File: src/rtl/imem_port_arbiter_if.sv
// Instruction-memory port bundle shared by the arbiter, the fetch stage,
// the loader/debug port and the memory macro.
//   slave  : arbiter side (takes requests, drives grants/responses/memory)
//   master : requester + memory side (drives requests and mem_rdata)
// Carries the fetch request/response, loader request/response, ld_lock and the
// single synchronous memory port (mem_en/mem_we/mem_addr/mem_wdata/mem_rdata).
interface imem_port_arbiter_if #(
   parameter int DEPTH_WORDS = 1024
);
   localparam int AW = $clog2(DEPTH_WORDS);

   logic          fetch_req_valid;
   logic [31:0]   fetch_req_addr;
   logic          fetch_req_ready;
   logic          fetch_rsp_valid;
   logic [31:0]   fetch_rsp_data;

   logic          ld_req_valid;
   logic          ld_req_we;
   logic [31:0]   ld_req_addr;
   logic [31:0]   ld_req_wdata;
   logic          ld_req_ready;
   logic          ld_rsp_valid;
   logic [31:0]   ld_rsp_data;
   logic          ld_rsp_err;
   logic          ld_lock;

   logic          mem_en;
   logic          mem_we;
   logic [AW-1:0] mem_addr;
   logic [31:0]   mem_wdata;
   logic [31:0]   mem_rdata;

   modport slave (
      input  fetch_req_valid, fetch_req_addr,
      output fetch_req_ready, fetch_rsp_valid, fetch_rsp_data,
      input  ld_req_valid, ld_req_we, ld_req_addr, ld_req_wdata, ld_lock,
      output ld_req_ready, ld_rsp_valid, ld_rsp_data, ld_rsp_err,
      output mem_en, mem_we, mem_addr, mem_wdata,
      input  mem_rdata
   );

   modport master (
      output fetch_req_valid, fetch_req_addr,
      input  fetch_req_ready, fetch_rsp_valid, fetch_rsp_data,
      output ld_req_valid, ld_req_we, ld_req_addr, ld_req_wdata, ld_lock,
      input  ld_req_ready, ld_rsp_valid, ld_rsp_data, ld_rsp_err,
      input  mem_en, mem_we, mem_addr, mem_wdata,
      output mem_rdata
   );
endinterface

File: src/rtl/imem_port_arbiter.sv
// Arbitrates the single instruction-memory port between the fetch stage and the
// loader/debug port. Fetch wins by default; the loader is force-granted after
// LD_MAX_WAIT consecutive losses, and ld_lock hands it the port exclusively.
// Each grant yields exactly one response one cycle later; out-of-range or
// misaligned accesses never touch memory.
// Ports: clk, rst (synchronous, active high), bus (imem_port_arbiter_if.slave).
//
// Response tag owner:
//   state      | meaning
//   OWN_NONE   | no access granted last cycle, no response due
//   OWN_FETCH  | fetch granted last cycle, fetch response due now
//   OWN_LD     | loader granted last cycle, loader response/ack due now
module imem_port_arbiter #(
   parameter int DEPTH_WORDS = 1024,
   parameter int LD_MAX_WAIT = 4
) (
   input logic                   clk,
   input logic                   rst,
   imem_port_arbiter_if.slave    bus
);
   localparam int          AW  = $clog2(DEPTH_WORDS);
   localparam logic [31:0] NOP = 32'h0000_0013;

   typedef enum logic [1:0] {OWN_NONE, OWN_FETCH, OWN_LD} owner_t;

   typedef struct packed {
      owner_t owner;
      logic   oob;
      logic   was_write;
   } tag_t;

   tag_t       tag_q, tag_d;
   logic [3:0] wait_q, wait_d;
   logic       f_gnt, ld_gnt;
   logic       f_oob, ld_err;

   assign f_oob  = {2'b00, bus.fetch_req_addr[31:2]} >= 32'(DEPTH_WORDS);
   assign ld_err = ({2'b00, bus.ld_req_addr[31:2]} >= 32'(DEPTH_WORDS)) ||
                   (bus.ld_req_addr[1:0] != 2'b00);

   always_comb begin
      f_gnt  = 1'b0;
      ld_gnt = 1'b0;
      if (!rst) begin
         if (bus.ld_lock) begin
            ld_gnt = bus.ld_req_valid;
         end else if ((wait_q == 4'(LD_MAX_WAIT)) && bus.ld_req_valid) begin
            ld_gnt = 1'b1;
         end else if (bus.fetch_req_valid) begin
            f_gnt = 1'b1;
         end else begin
            ld_gnt = bus.ld_req_valid;
         end
      end
   end

   always_comb begin
      tag_d  = '{owner: OWN_NONE, oob: 1'b0, was_write: 1'b0};
      wait_d = wait_q;
      if (f_gnt) begin
         tag_d = '{owner: OWN_FETCH, oob: f_oob, was_write: 1'b0};
      end else if (ld_gnt) begin
         tag_d = '{owner: OWN_LD, oob: ld_err, was_write: bus.ld_req_we};
      end
      if (!bus.ld_req_valid || ld_gnt) begin
         wait_d = 4'd0;
      end else if (wait_q < 4'(LD_MAX_WAIT)) begin
         wait_d = wait_q + 4'd1;
      end
   end

   always_ff @(posedge clk) begin
      if (rst) begin
         tag_q  <= '{owner: OWN_NONE, oob: 1'b0, was_write: 1'b0};
         wait_q <= 4'd0;
      end else begin
         tag_q  <= tag_d;
         wait_q <= wait_d;
      end
   end

   assign bus.fetch_req_ready = f_gnt;
   assign bus.ld_req_ready    = ld_gnt;

   // Erroneous grants still produce a response but leave mem_en low, which
   // also drops erroneous loader writes.
   assign bus.mem_en    = (f_gnt && !f_oob) || (ld_gnt && !ld_err);
   assign bus.mem_we    = ld_gnt && !ld_err && bus.ld_req_we;
   assign bus.mem_addr  = ld_gnt ? bus.ld_req_addr[AW+1:2] : bus.fetch_req_addr[AW+1:2];
   assign bus.mem_wdata = bus.ld_req_wdata;

   // rst gates the response valids directly so a response due in a reset
   // cycle is suppressed.
   assign bus.fetch_rsp_valid = !rst && (tag_q.owner == OWN_FETCH);
   assign bus.fetch_rsp_data  = tag_q.oob ? NOP : bus.mem_rdata;
   assign bus.ld_rsp_valid    = !rst && (tag_q.owner == OWN_LD);
   assign bus.ld_rsp_err      = bus.ld_rsp_valid && tag_q.oob;
   assign bus.ld_rsp_data     = (bus.ld_rsp_valid && !tag_q.oob && !tag_q.was_write)
                                ? bus.mem_rdata : 32'h0;
endmodule

File: src/flat_wrapper.sv
// flat-port wrapper written by rule: the top's interface ports become plain ports
module imem_port_arbiter_flat 
#(
   parameter int DEPTH_WORDS = 1024,
   parameter int LD_MAX_WAIT = 4
)
  (clk, rst, bus_fetch_req_valid, bus_fetch_req_addr, bus_fetch_req_ready, bus_fetch_rsp_valid, bus_fetch_rsp_data, bus_ld_req_valid, bus_ld_req_we, bus_ld_req_addr, bus_ld_req_wdata, bus_ld_lock, bus_ld_req_ready, bus_ld_rsp_valid, bus_ld_rsp_data, bus_ld_rsp_err, bus_mem_en, bus_mem_we, bus_mem_addr, bus_mem_wdata, bus_mem_rdata);
  imem_port_arbiter_if #(.DEPTH_WORDS(DEPTH_WORDS)) bus_i ();
  input logic clk;
  input logic rst;
  input wire logic [$bits(bus_i.fetch_req_valid)-1:0] bus_fetch_req_valid;
  input wire logic [$bits(bus_i.fetch_req_addr)-1:0] bus_fetch_req_addr;
  output wire logic [$bits(bus_i.fetch_req_ready)-1:0] bus_fetch_req_ready;
  output wire logic [$bits(bus_i.fetch_rsp_valid)-1:0] bus_fetch_rsp_valid;
  output wire logic [$bits(bus_i.fetch_rsp_data)-1:0] bus_fetch_rsp_data;
  input wire logic [$bits(bus_i.ld_req_valid)-1:0] bus_ld_req_valid;
  input wire logic [$bits(bus_i.ld_req_we)-1:0] bus_ld_req_we;
  input wire logic [$bits(bus_i.ld_req_addr)-1:0] bus_ld_req_addr;
  input wire logic [$bits(bus_i.ld_req_wdata)-1:0] bus_ld_req_wdata;
  input wire logic [$bits(bus_i.ld_lock)-1:0] bus_ld_lock;
  output wire logic [$bits(bus_i.ld_req_ready)-1:0] bus_ld_req_ready;
  output wire logic [$bits(bus_i.ld_rsp_valid)-1:0] bus_ld_rsp_valid;
  output wire logic [$bits(bus_i.ld_rsp_data)-1:0] bus_ld_rsp_data;
  output wire logic [$bits(bus_i.ld_rsp_err)-1:0] bus_ld_rsp_err;
  output wire logic [$bits(bus_i.mem_en)-1:0] bus_mem_en;
  output wire logic [$bits(bus_i.mem_we)-1:0] bus_mem_we;
  output wire logic [$bits(bus_i.mem_addr)-1:0] bus_mem_addr;
  output wire logic [$bits(bus_i.mem_wdata)-1:0] bus_mem_wdata;
  input wire logic [$bits(bus_i.mem_rdata)-1:0] bus_mem_rdata;
  assign bus_i.fetch_req_valid = bus_fetch_req_valid;
  assign bus_i.fetch_req_addr = bus_fetch_req_addr;
  assign bus_fetch_req_ready = bus_i.fetch_req_ready;
  assign bus_fetch_rsp_valid = bus_i.fetch_rsp_valid;
  assign bus_fetch_rsp_data = bus_i.fetch_rsp_data;
  assign bus_i.ld_req_valid = bus_ld_req_valid;
  assign bus_i.ld_req_we = bus_ld_req_we;
  assign bus_i.ld_req_addr = bus_ld_req_addr;
  assign bus_i.ld_req_wdata = bus_ld_req_wdata;
  assign bus_i.ld_lock = bus_ld_lock;
  assign bus_ld_req_ready = bus_i.ld_req_ready;
  assign bus_ld_rsp_valid = bus_i.ld_rsp_valid;
  assign bus_ld_rsp_data = bus_i.ld_rsp_data;
  assign bus_ld_rsp_err = bus_i.ld_rsp_err;
  assign bus_mem_en = bus_i.mem_en;
  assign bus_mem_we = bus_i.mem_we;
  assign bus_mem_addr = bus_i.mem_addr;
  assign bus_mem_wdata = bus_i.mem_wdata;
  assign bus_i.mem_rdata = bus_mem_rdata;
  imem_port_arbiter #(.DEPTH_WORDS(DEPTH_WORDS), .LD_MAX_WAIT(LD_MAX_WAIT)) u_core (.clk(clk), .rst(rst), .bus(bus_i));
endmodule
File: config.mk
export PLATFORM = sky130hd
export DESIGN_NAME = imem_port_arbiter_flat
export DESIGN_NICKNAME = d
export VERILOG_FILES = /design/src/rtl/imem_port_arbiter_if.sv /design/src/rtl/imem_port_arbiter.sv /design/src/flat_wrapper.sv
export SDC_FILE = /design/constraint.sdc
export NUM_CORES = 1
export LEC_CHECK = 0
export ABC_AREA = 1
export CAP_MARGIN = 20
export CORE_AREA = 2 2 96 98
export DETAILED_ROUTE_END_ITERATION = 12
export DIE_AREA = 0 0 98 100
export GPL_TIMING_DRIVEN = 0
export PLACE_DENSITY = 0.67
export SYNTH_ARGS = -nofsm -noshare
export SYNTH_HDL_FRONTEND = slang
export SYNTH_SLANG_ARGS = --single-unit
export TNS_END_PERCENT = 10
File: constraint.sdc
create_clock -name clk -period 1.3 [get_ports clk]
set_input_delay 0.195 -clock clk [delete_from_list [all_inputs] [get_ports clk]]
set_output_delay 0.195 -clock clk [all_outputs]
set_load 0.02 [all_outputs]
==> run_results.csv <==
group,metric,value,unit
outcome,status,"finished, violations left",
outcome,violations,"negative setup slack",
logic_synthesis,ys_seq_area_share,11.7,%
logic_synthesis,synth_top_area_share,27.2,%
timing,min_period,1.79,ns
cts,clockBufferDepth,2,
timing,relSlewSlack,84.0,%
drt,drc,0,
final_layout,fill_cells,879,
timing,worst_pin_slew,0.239,ns
logic_synthesis,async_flop_share,0,%
global_route,grt_use_total,12.7,%
final_layout,layout.nets,647,
timing,setup_slack,-0.493,ns
global_route,grt_pass1_vias,2366,
logic_synthesis,synth_area_leaders,"nor2_1, buf_4, nand2_1",
global_route,grt_overflow,0,
setup_path,end_kind,"primary output",
floorplanning,placementRows,35,
logic_synthesis,ys_ff_latch,8,
global_route,antenna_found_initial,0,
logic_synthesis,synth_nets,407,
cts,worstSkewPairLatency,0.24,ns
timing,hold_viol,0,
floorplanning,pin_count,247,
logic_synthesis,synth_common_cells,"nor2_1, nand2_1, inv_1",
logic_synthesis,synth_most_common_cell,"nor2_1",
timing,drv_slew,0,
drt,drt_iter0_drc,30,
place,gp_congestion,0.759,
cts,cts_buffers,3,
logic_synthesis,syn_area,1360,µm²
drt,ant_nets,0,
drt,post_drt_wl_per_cell,11.2,µm
floorplanning,coreArea,8890,µm²
setup_path,critical_path_arrival,1.60,ns
drt,vias,2436,
setup_path,cp-start-kind,"register",
timing,setup_viol,49,
place,dp_hpwl,5590,µm
drt,first_pass_iters,4,
cts,cts_tree,"done",
final_layout,drive_gt1_share,44.2,%
place,place_ws,-1.14,ns
drt,wl,6960,µm
setup_path,required,1.11,ns
power_and_ir_drop,leakage,2.01,nW
timing,rsz0062_at_grt,"true",
logic_synthesis,synth_cell_types,21,
place,port-buffer-count,212,
final_layout,multi_input_area,1060,µm²
setup_path,cp_max_fo,5,
cts,path_clk_slew,0.05,ns
global_route,grt_pass1_wl,10500,µm
timing,max_freq,558,MHz
logic_synthesis,syn_inst,271,
cts,cts_num_sinks,8,
final_layout,antennaDiodeCount,0,
global_route,grt_max_degree,11,
floorplanning,die-height,100,µm
timing,skew,0.00679,ns
cts,cts_root_buffer,"clkbuf_8",
logic_synthesis,yosys_most_used_dff,"dfxtp_1",
drt,vias_per_cell,3.93,
cts,cts_max_level,1,
floorplanning,start_util,15.3,%
logic_synthesis,synth_top_cell_by_area,"nor2_1",
power_and_ir_drop,ir_worst_vdd,0.000295,V
logic_synthesis,ys_warn_count,0,
timing,period_share,138,%
floorplanning,die_w,98,µm
setup_path,crit_type,"reg2out",
worst_hold_path,hold_class,"in2reg",
logic_synthesis,synth_edf_count,0,
timing,setup_tns,-10.39,ns
floorplanning,dieArea,9800,µm²
final_layout,area_growth,203,%
cts,ctsHoldBuffers,0,
power_and_ir_drop,power_density,456,nW/µm²
final_layout,post-route-util,46.5,%
logic_synthesis,syn_area_per_cell,5.03,µm²
flow_run,max-cap-violations,0,
final_layout,regArea,168,µm²
==> path summary, 6_finish.rpt <==
check | startpoint | end | slack [ns] | cells past startpoint
setup / recovery | u_core.wait_q[1]$_SDFFE_PP0N_ | bus_mem_addr[8] | -0.49 | 10
hold / removal | rst | u_core.tag_q[2]$_SDFF_PP0_ | 0.31 | 2
setup reg to reg | u_core.wait_q[1]$_SDFFE_PP0N_ | u_core.wait_q[2]$_SDFFE_PP0N_ | -0.19 | 10
hold reg to reg | u_core.wait_q[3]$_SDFFE_PP0N_ | u_core.wait_q[3]$_SDFFE_PP0N_ | 0.51 | 2
==> registers in the layout, summed over array words and instances (netlist names) <==
signal and flops:
u_core.tag_q 4, u_core.wait_q 4
==> critical path: stages, from the launching register on <==
cell and delay, ns:
dfxtp_2 0.32, inv_2 0.07, ha_4 0.15, nand3_4 0.08, a21oi_4 0.19, inv_2 0.08, buf_6 0.12, buf_8 0.12
nand2_2 0.05, nand2_2 0.05, buf_6 0.12
==> report_power, final <==
part / switching (mW) / leakage (nW) / internal, mW
Clock: 0.114 / 0.0216 / 0.202
Combinational: 0.588 / 1.92 / 0.712
Sequential: 0.0115 / 0.0672 / 0.257
==> layer usage <==
metal	vias to the layer above	track usage, %	wire, µm
met5	-	0	0
met4	0	2.67	45
met3	6	2.99	686
met2	138	25.9	3780
met1	1067	13.1	2440
li1	1225	-	-
==> placed cells by master, fill, tap and decap left out <==
master,synthesis,final
nand2_1,54,28
buf_12,0,1
inv_1,46,41
or2_2,2,2
nor2_4,0,19
nand2_8,0,1
buf_16,0,1
nor2_1,99,69
nor3_1,2,2
nand2_2,1,17
nand3_4,0,2
buf_6,2,43
dfxtp_1,8,4
dfxtp_4,0,1
ha_4,0,1
buf_8,0,3
buf_4,35,62
a21oi_1,3,3
nand3_1,5,2
dfxtp_2,0,3
clkdlybuf4s15_2,0,1
nand2_4,0,9
ha_1,2,1
clkdlybuf4s50_1,0,130
nand4_1,2,2
inv_4,0,1
clkbuf_2,0,1
xor2_1,1,1
inv_2,2,6
nor2_2,1,12
a21oi_4,1,1
clkbuf_8,0,5
clkinv_1,1,1
nand3_2,1,2
buf_2,1,31
==> repair_timing <==
action | CTS | global route
endpoints found under the setup margin | 82 | 55
cloned | 5 | 0
setup buffers | 14 | 6
gates resized for setup | 465 | 40
pin swaps | 10 | 7
==> metrics by stage <==
step	instances	hold slack, ns	total power [mW]	cell area [µm²]
after floorplan	271	0.267	0.799	1470
after global placement	594	0.492	1.48	3730
after detailed placement	594	0.512	1.50	3730
after CTS	616	0.311	1.86	4000
after global routing	620	0.333	1.98	4140
final	620	0.307	1.88	4140
==> cell families after synthesis <==
family                   share of synthesized area, %
flip-flops                                       11.7
AND/OR/NAND/NOR                                  48.2
buffers and inverters                            35.3
XOR/XNOR                                        0.642
adder cells (fa/ha/maj)                          1.83
AO/OA/AOI/OAI                                    2.29
==> area by class of cell <==
| cell class | instances | area share (%) |
|---|---|---|
| inverters | 49 | 4.51 |
| plain buffers | 40 | 8.38 |
| repair buffers | 235 | 53.1 |
| well taps | 111 | 3.36 |
| flip-flops and latches | 8 | 4.05 |
| clock buffers | 3 | 0.998 |
| multi-input cells | 174 | 25.6 |
No activity file was read; power rests on OpenSTA's default activity.
